## config.mk

```make
export PLATFORM = sky130hd
export DESIGN_NAME = instruction_fetch
export DESIGN_NICKNAME = d
export VERILOG_FILES = /design/src/rtl/mips_pkg.sv /design/src/rtl/instr_fields.sv /design/src/rtl/instruction_fetch.sv
export SDC_FILE = /design/constraint.sdc
export NUM_CORES = 1
export LEC_CHECK = 0
export CAP_MARGIN = 20
export CELL_PAD_IN_SITES_DETAIL_PLACEMENT = 1
export CELL_PAD_IN_SITES_GLOBAL_PLACEMENT = 2
export CORE_UTILIZATION = 30
export DETAILED_ROUTE_END_ITERATION = 7
export GPL_TIMING_DRIVEN = 0
export MAX_ROUTING_LAYER = met4
export PLACE_DENSITY_LB_ADDON = 0.1
export SLEW_MARGIN = 20
export SYNTH_ARGS = -nofsm -noshare
export SYNTH_HDL_FRONTEND = slang
export SYNTH_SLANG_ARGS = --single-unit
```

## constraint.sdc

```tcl
create_clock -name clk -period 2.6 [get_ports clk]
set_clock_uncertainty 0.2 [all_clocks]
set_input_delay 0.39 -clock clk [delete_from_list [all_inputs] [get_ports clk]]
set_output_delay 0.39 -clock clk [all_outputs]
set_load 0.02 [all_outputs]
```

## src/rtl/mips_pkg.sv

```systemverilog
// rtl/mips_pkg.sv - shared MIPS field positions, opcodes and fetch FSM encoding
package mips_pkg;

  localparam int OPCODE_HI = 31;
  localparam int OPCODE_LO = 26;
  localparam int RS_HI     = 25;
  localparam int RS_LO     = 21;
  localparam int RT_HI     = 20;
  localparam int RT_LO     = 16;
  localparam int RD_HI     = 15;
  localparam int RD_LO     = 11;
  localparam int SHAMT_HI  = 10;
  localparam int SHAMT_LO  = 6;
  localparam int FUNC_HI   = 5;
  localparam int FUNC_LO   = 0;
  localparam int IMM_HI    = 15;
  localparam int IMM_LO    = 0;
  localparam int TARGET_HI = 25;
  localparam int TARGET_LO = 0;

  // All-zero word decodes as sll $0,$0,0
  localparam logic [31:0] NOP_INSTR = 32'h0000_0000;

  localparam logic [5:0] OP_RTYPE = 6'h00;
  localparam logic [5:0] OP_BEQ   = 6'h04;
  localparam logic [5:0] OP_BNE   = 6'h05;
  localparam logic [5:0] OP_LW    = 6'h23;
  localparam logic [5:0] OP_SW    = 6'h2b;

  typedef enum logic [1:0] {
    REQ     = 2'd0,
    HOLD    = 2'd1,
    DISCARD = 2'd2
  } fetch_state_t;

  // Word-align an address by clearing the two byte-offset bits
  function automatic logic [31:0] word_align(input logic [31:0] addr);
    return addr & 32'hFFFF_FFFC;
  endfunction

endpackage

```

## src/rtl/instr_fields.sv

```systemverilog
// rtl/instr_fields.sv - combinational split of a MIPS instruction word into its fields
module instr_fields
  import mips_pkg::*;
(
  input  logic [31:0] ir,
  output logic [5:0]  opcode,
  output logic [4:0]  rs,
  output logic [4:0]  rt,
  output logic [4:0]  rd,
  output logic [4:0]  shamt,
  output logic [5:0]  func,
  output logic [15:0] imm16,
  output logic [25:0] target26
);

  assign opcode   = ir[OPCODE_HI:OPCODE_LO];
  assign rs       = ir[RS_HI:RS_LO];
  assign rt       = ir[RT_HI:RT_LO];
  assign rd       = ir[RD_HI:RD_LO];
  assign shamt    = ir[SHAMT_HI:SHAMT_LO];
  assign func     = ir[FUNC_HI:FUNC_LO];
  assign imm16    = ir[IMM_HI:IMM_LO];
  assign target26 = ir[TARGET_HI:TARGET_LO];

endmodule

```

## src/rtl/instruction_fetch.sv

```systemverilog
// rtl/instruction_fetch.sv - fetch FSM with instruction register and redirect handling
module instruction_fetch
  import mips_pkg::*;
#(
  parameter logic [31:0] RESET_PC = 32'h0000_0000
) (
  input  logic        clk,
  input  logic        rst_n,
  output logic        imem_req,
  output logic [31:0] imem_addr,
  input  logic        imem_ready,
  input  logic [31:0] imem_rdata,
  output logic        instr_valid,
  input  logic        instr_ready,
  output logic [5:0]  opcode,
  output logic [4:0]  rs,
  output logic [4:0]  rt,
  output logic [4:0]  rd,
  output logic [4:0]  shamt,
  output logic [5:0]  func,
  output logic [15:0] imm16,
  output logic [25:0] target26,
  output logic [31:0] pc_out,
  input  logic        redirect_valid,
  input  logic [31:0] redirect_pc
);

  fetch_state_t state;
  logic [31:0]  pc;
  logic [31:0]  ir;
  logic [31:0]  pend_pc;
  logic [31:0]  redir_tgt;

  assign redir_tgt = word_align(redirect_pc);

  // pc is a register and only moves when no request is outstanding, so it
  // doubles as the stable registered fetch address
  assign imem_addr = pc;

  // Fetch FSM: issue request, capture word, hold for decode, swallow stale data
  always_ff @(posedge clk or negedge rst_n) begin
    if (!rst_n) begin
      state       <= REQ;
      pc          <= RESET_PC;
      ir          <= NOP_INSTR;
      pc_out      <= RESET_PC;
      instr_valid <= 1'b0;
      imem_req    <= 1'b0;
      pend_pc     <= 32'h0000_0000;
    end else begin
      case (state)
        REQ: begin
          if (!imem_req) begin
            // First cycle out of reset: nothing outstanding, start fetching
            imem_req <= 1'b1;
            if (redirect_valid) pc <= redir_tgt;
          end else if (redirect_valid) begin
            if (imem_ready) begin
              // Response arrives with the redirect: drop it, refetch at target
              pc <= redir_tgt;
            end else begin
              pend_pc <= redir_tgt;
              state   <= DISCARD;
            end
          end else if (imem_ready) begin
            ir          <= imem_rdata;
            pc_out      <= pc;
            pc          <= pc + 32'd4;
            imem_req    <= 1'b0;
            instr_valid <= 1'b1;
            state       <= HOLD;
          end
        end
        HOLD: begin
          if (redirect_valid) begin
            instr_valid <= 1'b0;
            pc          <= redir_tgt;
            imem_req    <= 1'b1;
            state       <= REQ;
          end else if (instr_ready) begin
            instr_valid <= 1'b0;
            imem_req    <= 1'b1;
            state       <= REQ;
          end
        end
        DISCARD: begin
          if (redirect_valid) pend_pc <= redir_tgt;
          if (imem_ready) begin
            // Stale response retired; the newest redirect target wins
            pc    <= redirect_valid ? redir_tgt : pend_pc;
            state <= REQ;
          end
        end
        default: state <= REQ;
      endcase
    end
  end

  instr_fields u_fields (
    .ir       (ir),
    .opcode   (opcode),
    .rs       (rs),
    .rt       (rt),
    .rd       (rd),
    .shamt    (shamt),
    .func     (func),
    .imm16    (imm16),
    .target26 (target26)
  );

endmodule

```

### Yosys cells after proc, flatten, opt, wreduce, memory -nomap -nowiden

Cells that the tools add are included.

* equality and inequality tests: 12
* $mul: 0
* add/sub/neg operators: 1
* shift-type cells: 0
* $lt $le $gt $ge: 0
* reduce and logical (&&, ||, !) cells: 10
* multiplexer cells: 32
* bitwise operators: 1
* div/mod/pow operators: 0

Operator list (number)
* two-way mux 32 bit: 10
* one-hot mux 32 bit (3 select lines): 1
* one-hot mux 32 bit (2 select lines): 1
* adder 32 x 3 -> 32 bit (second input constant): 1
* two-way mux 2 bit: 7
* != test 2 bit (second input constant): 6
* != test 3 bit (second input constant): 4
* two-way mux 1 bit: 10
* AND reduction 5 bit: 2
* AND reduction 4 bit: 2
* one-hot mux 2 bit (3 select lines): 1
* one-hot mux 1 bit (2 select lines): 2
* nonzero test 2 bit: 2
* AND reduction 3 bit: 1
* nonzero test 3 bit: 1
* equality test 2 x 1 -> 1 bit (second input constant): 1
* equality test 2 bit (second input constant): 1
* zero test 2 bit: 1
* AND reduction 2 bit: 1
* NOT 1 bit: 1

* logic and storage cells: 63
* register bits: 132
* bits in writable memories: 0
* bits in latches: 0
* memories: 0
* bits in read-only memories: 0
* input bits: 69

### Depth between registers and ports, before layout

* depth in word-level cells: 5
* gate-level depth with buffers: 10
* gate-level depth less buffers: 7

### By module

From an unflattened synthesis, not the netlist that was laid out.

* cell total of the unflattened synthesis: 722
* area total of the unflattened synthesis: 7417.1 um2

Modules (own cells, without submodules)
* instruction_fetch: sequential area each 3303.2 um2, area each 6861.6 um2, cells an instance 648, times used 1
* instr_fields: sequential area each 0.0 um2, area each 555.5 um2, cells an instance 74, times used 1

### Least setup slack after synthesis

OpenSTA, ideal clock, no wires.

* kind: register to register
* start point: register state[0]
* end point: register pc[24] (netlist: imem_addr[24])
* path buffers: 1
* cell stages (with the launch flop): 9
* setup slack: 0.237 ns
* data arrival time: 2.015 ns
* data required time: 2.252 ns
* cells stage by stage: dfrtp_1 > inv_1 > ha_1 > and3b_1 > or4_1 > buf_2 > a221o_1 > a31oi_1 > a311oi_1

* word-level cells in the longest chain between the ends: 3
* elaborated cells between the ends (all ways): 8

RTL lines
* from (decl): RTL line instruction_fetch.sv:28 `fetch_state_t state;`
* from (signal assigned): RTL line instruction_fetch.sv:43 `state <= REQ;`
* from (signal assigned): RTL line instruction_fetch.sv:63 `state <= DISCARD;`
* from (signal assigned): RTL line instruction_fetch.sv:71 `state <= HOLD;`
* equality test 2 bit, or another cell as far along: RTL line instruction_fetch.sv:51 `case (state)`
* != test 2 bit (no line), or another cell as far along
* AND reduction 3 bit (no line)
* to (signal assigned): RTL line instruction_fetch.sv:56 `if (redirect_valid) pc <= redir_tgt;`
* to (signal assigned): RTL line instruction_fetch.sv:60 `pc <= redir_tgt;`
* to (signal assigned): RTL line instruction_fetch.sv:68 `pc <= pc + 32'd4;`
* to (decl): RTL line instruction_fetch.sv:29 `logic [31:0] pc;`

Parallel ways exist; a longest one is shown, timed or not.
A chain may end at the register's enable or synchronous reset.

### Worst setup path after layout

* start point: register state[1]
* end point: register pc[29] (netlist: imem_addr[29])

The elaborated chain is that of the path after synthesis.

==> results.md <==
GRT:
- The number of antenna violations at the first check in global routing is 0.
- Entering global routing, the biggest net connects 83 pins.
- The total routing resource utilization after global routing is 0.249.
- The total overflow left after global routing is 0.
- The wire length of the first global-routing pass is 44,200 um.
- The via count of the first global-routing pass is 7,251.

Logic synthesis:
- The count of yosys warnings during synthesis is 0.
- The most used flip-flop cell after synthesis is dfrtp_1.
- The net count after synthesis is 779.
- The arithmetic-cell share of the synthesized area counting full adders, half adders and majority gates is 0.00858.
- The area fraction in compound gates after synthesis is 0.171.
- The post-synthesis register bit count is 132.
- The dominant combinational cell family by area after synthesis is compound AO/OA/AOI/OAI gates.
- After synthesis, the share of cell area in mux cells is 0.167.
- Counting every instance in the synthesized netlist gives 705.
- The number of distinct library cells after synthesis is 69.
- Of the total synthesized cell area, the portion taken by AND, OR, NAND and NOR gates is 0.114.
- For this run, asynchronously set or reset flops after synthesis account for 1.00.
- Counting flops with a built-in enable in the synthesized netlist gives 0.
- In the post-synthesis netlist, the biggest area contributors are dfrtp_1 (45%), mux2_2 (15%), buf_4 (4.3%).
- The xor and xnor fraction of the mapped netlist area is 0.00240.
- The share of synthesized area in the top cell type comes to 0.453.
- The dominant cell by count in the synthesized netlist is dfrtp_1.
- Of the synthesized area, sequential elements account for 0.453.
- The leading area contributor after synthesis is dfrtp_1.
- Each instance of the synthesized netlist takes up on average 10.3 sq um.
- The commonest cells after synthesis are dfrtp_1 (132), mux2_2 (100), nand2_1 (56).
- The cell area that synthesis handed to floorplanning was 0.00729 sq mm.

Timing:
- The measured slew at the worst slew-check pin is 0.767 ns.
- Setup repair after global routing left no endpoint under its margin.
- The number of hold-slack violations in the final timing report is 0.
- The post-route clock period utilization is 0.975.
- Measured against its own limit, the worst slew margin works out to 0.489.
- The final-report max-slew violation count came to 0.
- The number of setup violations in the final report is 0.
- The worst path needs 2.54 ns of the cycle, external delays included.
- Based on the critical path, the design can be clocked at up to 394 MHz.
- The post-layout worst setup margin is 0.0638 ns.

Worst setup path:
- The critical-path cell with the highest stage delay is dfrtp_2.
- The required time at the worst-slack endpoint is 2.71 ns.
- The peak fanout along the critical path is 10.
- The peak per-stage delay on the critical path is 0.42 ns.
- STA classifies the critical path endpoint as a register.
- In this design, the critical path's most frequently occurring cell is buf_4.
- Data on the critical path arrives at its endpoint at 2.64 ns.
- The kind of critical path is register to register.
- The type of origin of the critical path is a register.
- The signal on the critical path passes through buf_4 -> ha_4 -> and2b_2 -> buf_4 -> nor4_4 -> clkbuf_4 -> nand2_1 -> mux2i_1 -> a211oi_2.

Cells and area:
- The number of antenna cells inserted is 0.
- The number of nets at the end of the flow is 1,014.
- In the final layout, the share of cells above drive strength 1 is 0.265.
- The area growth from synthesis to layout is 46.0%.

Status:
- The run finished with clean final reports.

Floorplanning:
- In this run the vertical extent of the chip is 158 um.
- The number of placement rows is 56.
- The area of the die is 0.0249 sq mm.
- The initial utilization of the core area, before any placement, comes to 0.308.
- The floorplan step set the die width to 158 um.
- During I/O placement, the number of pins put on the boundary was 209.
- The total area inside the core boundary comes to 0.0237 sq mm.

Power and ir drop:
- The final total power is 15.4 mW.
- Summed over all cells, the static leakage comes to 4.38 nW.
- The worst-case IR drop observed on VDD is 0.495 mV.
- The power per cell area is 1450 mW/mm^2.

Detailed routing:
- The routed wire length per instance is 23.3 um.
- The DRC violations left is 0.
- The total number of vias is 6,984.
- The detail route stage leaves a number of antenna-violating nets equal to 0.
- After detailed routing, the number of vias per cell comes to 5.49.
- The detailed-route wire length is 29,600 um.
- In this run, the number of DRC markers left after iteration 0 of detailed routing was 416.
- The first-pass detailed-route iteration total is 5.

Clock tree:
- The clock root buffer is clkbuf_16.
- The clock buffer count from CTS is 17.
- The H-tree generated during clock tree synthesis spans 4 levels.
- The clock insertion delay at the later pin of the skew report is 0.43 ns.
- The clock slew at the register clock pins of the worst setup and hold paths is 0.06 ns.
- The tree built by TritonCTS fans out to 132 sinks.
- TritonCTS built the clock tree.
- The clock passes through at most 2 buffers.

Run:
- Across the run, the number of max-cap violations was 0.

Placement:
- Before CTS, the worst setup slack after placement is -0.922 ns.
- After legalization and detailed placement, the total HPWL measured 20,600 um.
- During placement, the flow inserted port buffers numbering 206.
- Routability-driven placement finished with a final weighted congestion of 0.845.

Hold path:
- The classification of the worst-slack hold path is input port to asynchronous set/reset pin.
==> power breakdown <==
part / switching (mW) / leakage (nW) / internal (mW)
combinational: 4.78 / 2.50 / 4.20
clock: 0.979 / 0.280 / 1.54
sequential: 0.863 / 1.60 / 3.04
total: 6.62 / 4.38 / 8.77
==> final cells by class <==
cell class              instances  area, sq um
plain buffers                  97          609
clock buffers                  20          447
clock inverters                11          151
fillers                      2642        13000
inverters                      15         56.3
multi-input cells             458         3480
flip-flops and latches        132         3310
well taps                     319          399
repair buffers                219         2190
==> cells in the final DEF (no fill, tap or decap), drive strengths merged, types with 6 or more instances in the layout <==
cell and n:
nor4 10, a22oi 15, clkdlybuf4s50 205, clkbuf 51
a221oi 7, nand3 12, nand4 7, nor2 28
mux2 100, nor3 13, dfrtp 132, mux2i 9
a21oi 42, nand2 56, a221o 8, a32o 6
inv 18, buf 79, o22ai 11, o21ai 29
o2bb2ai 7, and3 7, nand2b 6
==> stage by stage <==
stage	setup TNS (ns)	cell area, sq um	hold WS (ns)	instances	util
after global routing	0	10600	0.304	1271	0.449
after global placement	-692.13	9750	0.267	1230	0.412
after detailed placement	-65.81	9790	0.139	1231	0.413
after CTS	-0.00180	10500	0.289	1264	0.444
final	0	10600	0.266	1271	0.449
after floorplan	0	7290	-0.106	705	-
==> path summary, 6_finish.rpt <==
kind                       cells after the start                         to  slack (ns)                    from
setup / recovery                               9  imem_addr[29]$_DFFE_PN0P_        0.06    state[1]$_DFFE_PN0P_
hold / removal                                 2          ir[2]$_DFFE_PN0P_        0.27                   rst_n
setup reg to reg                               9  imem_addr[29]$_DFFE_PN0P_        0.06    state[1]$_DFFE_PN0P_
hold reg to reg                                2     pc_out[30]$_DFFE_PN0P_        0.29  pc_out[30]$_DFFE_PN0P_
max in group asynchronous                      3  imem_addr[12]$_DFFE_PN0P_        1.14                   rst_n
min in group clk                               2     pc_out[30]$_DFFE_PN0P_        0.29  pc_out[30]$_DFFE_PN0P_
==> cell families (layout without fill, tap and decap cells) <==
| logic type | Yosys count | in the layout |
|---|---|---|
| XOR/XNOR | 2 | 2 |
| AO/OA/AOI/OAI | 177 | 177 |
| adder cells (fa/ha/maj) | 5 | 5 |
| buffers and inverters | 115 | 362 |
| multiplexers | 109 | 109 |
| AND/OR/NAND/NOR | 165 | 165 |
| flip-flops | 132 | 132 |
==> state kept, by name, summed over array words and instances, names as in the netlist <==
signal,count
imem_addr,32
instr_valid,1
imem_req,1
state,2
pc_out,32
ir,32
pend_pc,32
==> routing by layer <==
layer	vias to the layer above	share of wire	GRT usage
met4	0	0.030	0.106
met5	-	0	-
met2	314	0.47	0.398
met3	69	0.071	0.0553
li1	3056	-	-
met1	3545	0.43	0.302
==> worst max-delay path: cells and delay by family (launching register included) <==
kind | cells | cell delay (ns)
simple gates | 3 | 0.70
buf+inv | 3 | 0.67
flops | 1 | 0.42
fa+ha+maj | 1 | 0.19
mux | 1 | 0.19
compound gates | 1 | 0.05
==> repair_timing <==
item | in CTS | in global routing
hold buffers | 1 | 0
resized for setup | 39 | 24
endpoints found under the hold margin | 50 | 0
pin swaps | 0 | 2
endpoints found under the setup margin | 124 | 26
setup buffers | 3 | 8
Note: power is estimated with default switching activity, not from simulation.
